### src/rtl/alu_shift_issue_if.sv
// alu_shift_issue_if: dispatch-side input channel and shift-unit output channel of alu_shift_issue
interface alu_shift_issue_if #(
  parameter int DATA_WIDTH = 32,
  parameter int RD_ADDR_W  = 5
);
  logic                  in_valid_i;
  logic                  in_ready_o;
  logic [31:0]           instr_i;
  logic [DATA_WIDTH-1:0] rs1_data_i;
  logic [DATA_WIDTH-1:0] rs2_data_i;
  logic                  out_valid_o;
  logic                  out_ready_i;
  logic [DATA_WIDTH-1:0] rs1_data_o;
  logic [4:0]            shamt_o;
  logic                  shift_l_o;
  logic                  arith_o;
  logic [RD_ADDR_W-1:0]  rd_addr_o;
  logic                  illegal_o;
  modport slave (
    input  in_valid_i, instr_i, rs1_data_i, rs2_data_i, out_ready_i,
    output in_ready_o, out_valid_o, rs1_data_o, shamt_o, shift_l_o, arith_o, rd_addr_o, illegal_o
  );
  modport master (
    output in_valid_i, instr_i, rs1_data_i, rs2_data_i, out_ready_i,
    input  in_ready_o, out_valid_o, rs1_data_o, shamt_o, shift_l_o, arith_o, rd_addr_o, illegal_o
  );
endinterface

### src/rtl/alu_shift_issue.sv
// alu_shift_issue: decodes RV32I shift ops and issues them through a 2-entry skid FIFO; ALU_SHIFT_ISSUE_STATS_EN adds issue/illegal counters
module alu_shift_issue #(
  parameter int DATA_WIDTH = 32,
  parameter int RD_ADDR_W  = 5,
  parameter int FIFO_DEPTH = 2
) (
  input logic              clk,
  input logic              arst_ni,
  alu_shift_issue_if.slave bus
`ifdef ALU_SHIFT_ISSUE_STATS_EN
  ,
  input  logic             stat_clr_i,
  output logic [31:0]      stat_issued_o,
  output logic [15:0]      stat_illegal_o
`endif
);
  typedef struct packed {
    logic [DATA_WIDTH-1:0] rs1;
    logic [4:0]            shamt;
    logic                  shift_l;
    logic                  arith;
    logic [RD_ADDR_W-1:0]  rd;
  } entry_t;
  entry_t     mem_q [FIFO_DEPTH];
  entry_t     entry_d;
  entry_t     head;
  logic [1:0] count_q, count_d;
  logic       wr_ptr_q, rd_ptr_q, illegal_q;
  logic [6:0] opcode, funct7;
  logic [2:0] funct3;
  logic       is_r, is_i, legal, in_fire, out_fire, push;
  logic       unused_bits;
  assign unused_bits = ^{bus.rs2_data_i[DATA_WIDTH-1:5], bus.instr_i[19:15]};
  // decode the incoming word into a FIFO entry and classify it as a legal shift
  always_comb begin
    opcode          = bus.instr_i[6:0];
    funct3          = bus.instr_i[14:12];
    funct7          = bus.instr_i[31:25];
    is_r            = opcode == 7'b0110011;
    is_i            = opcode == 7'b0010011;
    legal           = (is_r | is_i) &
                      ((funct3 == 3'b001 & funct7 == 7'b0000000) |
                       (funct3 == 3'b101 & (funct7 == 7'b0000000 | funct7 == 7'b0100000)));
    entry_d.rs1     = bus.rs1_data_i;
    entry_d.shamt   = is_r ? bus.rs2_data_i[4:0] : bus.instr_i[24:20];
    entry_d.shift_l = funct3 == 3'b001;
    entry_d.arith   = funct7[5];
    entry_d.rd      = bus.instr_i[11:7];
  end
  // handshake qualification and occupancy update; illegal fires never occupy a slot
  always_comb begin
    in_fire  = bus.in_valid_i & bus.in_ready_o;
    out_fire = bus.out_valid_o & bus.out_ready_i;
    push     = in_fire & legal;
    count_d  = count_q + {1'b0, push} - {1'b0, out_fire};
  end
  assign head            = mem_q[rd_ptr_q];
  assign bus.in_ready_o  = count_q != 2'd2;
  assign bus.out_valid_o = count_q != 2'd0;
  assign bus.rs1_data_o  = head.rs1;
  assign bus.shamt_o     = head.shamt;
  assign bus.shift_l_o   = head.shift_l;
  assign bus.arith_o     = head.arith;
  assign bus.rd_addr_o   = head.rd;
  assign bus.illegal_o   = illegal_q;
  // FIFO storage, 1-bit wrapping pointers, occupancy and the registered illegal pulse
  always_ff @(posedge clk or negedge arst_ni) begin
    if (!arst_ni) begin
      count_q   <= '0;
      wr_ptr_q  <= 1'b0;
      rd_ptr_q  <= 1'b0;
      illegal_q <= 1'b0;
      for (int i = 0; i < FIFO_DEPTH; i++) mem_q[i] <= '0;
    end else begin
      count_q   <= count_d;
      illegal_q <= in_fire & ~legal;
      if (push) begin
        mem_q[wr_ptr_q] <= entry_d;
        wr_ptr_q        <= ~wr_ptr_q;
      end
      if (out_fire) rd_ptr_q <= ~rd_ptr_q;
    end
  end
`ifdef ALU_SHIFT_ISSUE_STATS_EN
  logic [31:0] issued_q;
  logic [15:0] illegal_cnt_q;
  // wrapping event counters; clear wins over increment
  always_ff @(posedge clk or negedge arst_ni) begin
    if (!arst_ni) begin
      issued_q      <= '0;
      illegal_cnt_q <= '0;
    end else if (stat_clr_i) begin
      issued_q      <= '0;
      illegal_cnt_q <= '0;
    end else begin
      issued_q      <= issued_q + 32'(out_fire);
      illegal_cnt_q <= illegal_cnt_q + 16'(in_fire & ~legal);
    end
  end
  assign stat_issued_o  = issued_q;
  assign stat_illegal_o = illegal_cnt_q;
`endif
endmodule
### src/flat_wrapper.sv
// flat-port wrapper written by rule: the top's interface ports become plain ports
module alu_shift_issue_flat 
#(
  parameter int DATA_WIDTH = 32,
  parameter int RD_ADDR_W  = 5,
  parameter int FIFO_DEPTH = 2
)
  (clk, arst_ni, bus_in_valid_i, bus_instr_i, bus_rs1_data_i, bus_rs2_data_i, bus_out_ready_i, bus_in_ready_o, bus_out_valid_o, bus_rs1_data_o, bus_shamt_o, bus_shift_l_o, bus_arith_o, bus_rd_addr_o, bus_illegal_o);
  alu_shift_issue_if #(.DATA_WIDTH(DATA_WIDTH), .RD_ADDR_W(RD_ADDR_W)) bus_i ();
  input logic clk;
  input logic arst_ni;
  input wire logic [$bits(bus_i.in_valid_i)-1:0] bus_in_valid_i;
  input wire logic [$bits(bus_i.instr_i)-1:0] bus_instr_i;
  input wire logic [$bits(bus_i.rs1_data_i)-1:0] bus_rs1_data_i;
  input wire logic [$bits(bus_i.rs2_data_i)-1:0] bus_rs2_data_i;
  input wire logic [$bits(bus_i.out_ready_i)-1:0] bus_out_ready_i;
  output wire logic [$bits(bus_i.in_ready_o)-1:0] bus_in_ready_o;
  output wire logic [$bits(bus_i.out_valid_o)-1:0] bus_out_valid_o;
  output wire logic [$bits(bus_i.rs1_data_o)-1:0] bus_rs1_data_o;
  output wire logic [$bits(bus_i.shamt_o)-1:0] bus_shamt_o;
  output wire logic [$bits(bus_i.shift_l_o)-1:0] bus_shift_l_o;
  output wire logic [$bits(bus_i.arith_o)-1:0] bus_arith_o;
  output wire logic [$bits(bus_i.rd_addr_o)-1:0] bus_rd_addr_o;
  output wire logic [$bits(bus_i.illegal_o)-1:0] bus_illegal_o;
  assign bus_i.in_valid_i = bus_in_valid_i;
  assign bus_i.instr_i = bus_instr_i;
  assign bus_i.rs1_data_i = bus_rs1_data_i;
  assign bus_i.rs2_data_i = bus_rs2_data_i;
  assign bus_i.out_ready_i = bus_out_ready_i;
  assign bus_in_ready_o = bus_i.in_ready_o;
  assign bus_out_valid_o = bus_i.out_valid_o;
  assign bus_rs1_data_o = bus_i.rs1_data_o;
  assign bus_shamt_o = bus_i.shamt_o;
  assign bus_shift_l_o = bus_i.shift_l_o;
  assign bus_arith_o = bus_i.arith_o;
  assign bus_rd_addr_o = bus_i.rd_addr_o;
  assign bus_illegal_o = bus_i.illegal_o;
  alu_shift_issue #(.DATA_WIDTH(DATA_WIDTH), .RD_ADDR_W(RD_ADDR_W), .FIFO_DEPTH(FIFO_DEPTH)) u_core (.clk(clk), .arst_ni(arst_ni), .bus(bus_i));
endmodule
### config.mk
export PLATFORM = sky130hd
export DESIGN_NAME = alu_shift_issue_flat
export DESIGN_NICKNAME = d
export VERILOG_FILES = /design/src/rtl/alu_shift_issue_if.sv /design/src/rtl/alu_shift_issue.sv /design/src/flat_wrapper.sv
export SDC_FILE = /design/constraint.sdc
export NUM_CORES = 1
export LEC_CHECK = 0
export CAP_MARGIN = 30
export CORE_ASPECT_RATIO = 0.7
export CORE_UTILIZATION = 51
export CTS_BUF_LIST = sky130_fd_sc_hd__clkbuf_4 sky130_fd_sc_hd__clkbuf_8
export CTS_CLUSTER_DIAMETER = 120
export DETAILED_ROUTE_END_ITERATION = 6
export GPL_TIMING_DRIVEN = 0
export HOLD_SLACK_MARGIN = 0.02
export PLACE_DENSITY = 0.89
export SLEW_MARGIN = 20
export SYNTH_ARGS = -nofsm -noshare
export SYNTH_HDL_FRONTEND = slang
export SYNTH_SLANG_ARGS = --single-unit
### constraint.sdc
create_clock -name clk -period 2.6 [get_ports clk]
set_input_delay 0.39 -clock clk [delete_from_list [all_inputs] [get_ports clk]]
set_output_delay 0.39 -clock clk [all_outputs]
set_load 0.005 [all_outputs]
==> metrics.csv <==
metric;value;unit
outcome;finished clean;
worst-path-max-fanout;10;
critical_path.startpoint_type;register;
grt_overflow_total;0;
fin_cells;523;
diodes;0;
grt_max_degree;49;
root_buffer;clkbuf_8;
p_sw;752;uW
synth_top_cell_area_share;52.6;%
synthTopCellsByArea;dfrtp_1 (53%), mux2_2 (24%), mux2_4 (14%);
grt_pass1_wl;14.9;mm
gp_congestion;0.726;
p_int;2.22;mW
initial_utilization;52.4;%
cts_sinks;93;
maxCapViolCount;0;
finClkSkew;0.00867;ns
avgSynthCellArea;16.2;um^2
firstDrtPassIters;5;
powerDensity;500;nW/um^2
synth_compound_area_share;0.113;%
post_dp_cell_area;5740;um^2
synth_xor_area_share;0.792;%
relSlewSlack;69.9;%
ys_ff_latch;93;
numCtsBuffers;9;
multiInputGateArea;1930;um^2
design_area;5940;um^2
clockBufferDepth;2;
ys_seq_area_share;52.6;%
area_delta_synth_final;34.4;%
post-synth-top-count-cell;mux2_2;
p_leak;2.82;nW
routed_via_density;5.13;
fin_util;70.4;%
rsz0062_at_grt;no;
slew_violations;0;
synthAdderAreaFrac;0.566;%
drtIter0Drc;74;
required;2.21;ns
tightest_slew;0.451;ns
clk_latency;0.35;ns
clkPwrFrac;30.4;%
dp_hpwl;6.80;mm
grt_pass1_vias;2930;
layout-drive-gt1-share;42.7;%
drc;0;
ys_warn_count;0;
yosysUniqueCellTypes;30;
avgRoutedWirePerCell;17.7;um
worst_slack;0.194;ns
ios;147;
max-vdd-ir-drop;416;uV
die_w;113;um
combPwrFrac;18.5;%
cts_max_level;3;
post-route-period-util;92.5;%
via_count;2684;
die_height;79.9;um
power;2.97;mW
nFillCells;595;
async_reset_ff_share;100;%
yosys.area_share.simple;3.90;%
synthMuxAreaShare;38.3;%
hold_viol_final;0;
synthCells;273;
antenna_found_initial;0;
netlist_area;4420;um^2
synth_top_cell_by_area;dfrtp_1;
synth_common_cells;mux2_2 (94), dfrtp_1 (93), mux2_4 (40), buf_6 (5);
criticalPathCategory;register to primary output;
grt_usage;22.1;%
num_rows;28;
switching_share;25.3;%
sequentialPowerShare;51.1;%
synth_ff_type;dfrtp_1;
synth_top_family_by_area;multiplexers;
hold_class;register to register;
hold-worst-slack;0.494;ns
cts_tree;built;
postRouteAntennaNets;0;
min_period;2.41;ns
clk_pin_slew;0.08;ns
worstPathArrival;2.02;ns
fmax;0.416;GHz
die_area;9060;um^2
endpoint_kind;primary output;
wl;9.27;mm
dp.cells;508;
finalSetupTns;0;ns
dp_slack;0.0202;ns
seq_area;2330;um^2
finalSetupViolations;0;
synth-edff-count;0;
io_buffers;114;
synth_fp_nets;375;
final_nets;501;
core;8440;um^2
postCtsSetupRepairBufs;0;
==> worst paths after layout <==
kind / slack, ns / depth (start not counted) / end / from
max: 0.19 / 3 / bus_rd_addr_o[1] / u_core.rd_ptr_q
min reg2reg: 0.49 / 1 / u_core.count_q[1] / u_core.count_q[1]
min in group asynchronous: 0.53 / 2 / u_core.mem_q[47] / arst_ni
min: 0.49 / 1 / u_core.count_q[1] / u_core.count_q[1]
max reg2reg: 0.82 / 7 / u_core.count_q[1] / u_core.count_q[1]
max in group asynchronous: 1.49 / 3 / u_core.mem_q[69] / arst_ni
==> critical path: stages, from the launching register on <==
cell             delay [ns]
dfrtp_2                0.48
buf_2                  0.33
mux2_2                 0.37
clkdlybuf4s50_1        0.47
==> state kept, by name, summed over array words and instances (netlist names) <==
name	cells
u_core.bus.illegal_o	1
u_core.rd_ptr_q	1
u_core.wr_ptr_q	1
u_core.mem_q	88
u_core.count_q	2
==> layer usage <==
layer	wire length (um)	global-route usage, %
met1	4100	27.4
met5	0	0
met3	706	8.35
met2	4370	36.4
met4	89	5.92
==> logic make-up (layout without fill, tap and decap cells) <==
family                   Yosys count  count (layout)
adder cells (fa/ha/maj)            2               2
XOR/XNOR                           4               4
buffers and inverters             17             147
multiplexers                     137             137
AND/OR/NAND/NOR                   19              19
flip-flops                        93              93
AO/OA/AOI/OAI                      1               1
==> final cells by class <==
class | instances | share of cell area [%]
flip-flops and latches | 93 | 39.2
plain buffers | 14 | 2.74
inverters | 2 | 0.126
clock inverters | 1 | 0.0842
well taps | 120 | 2.53
repair buffers | 116 | 19.8
multi-input cells | 163 | 32.5
clock buffers | 14 | 3.03
==> cell usage in the layout (no fill, tap or decap), drive strengths merged, types with 2 or more instances in the layout <==
cell type,Yosys,layout
dfrtp,93,93
nor3b,2,2
inv,2,2
and2,2,2
clkbuf,4,16
ha,2,2
xnor2,3,3
and4b,3,3
buf,11,14
nand4,2,2
clkdlybuf4s50,0,113
mux2,137,137
==> power by group through the flow <==
stage / clock network (mW) / registers [mW] / logic (mW)
floorplan: 0 / 1.52 / 0.303
global placement: 0 / 1.52 / 0.562
detailed placement: 0 / 1.52 / 0.581
CTS: 0.926 / 1.52 / 0.560
global route: 0.987 / 1.53 / 0.596
finish: 0.902 / 1.52 / 0.549
==> what timing repair did <==
item	CTS	global route
endpoints found under the hold margin	47	0
hold buffers	1	0
gates resized for setup	4	4
setup endpoints to repair	39	27
Note: power is estimated with default switching activity, not from simulation.
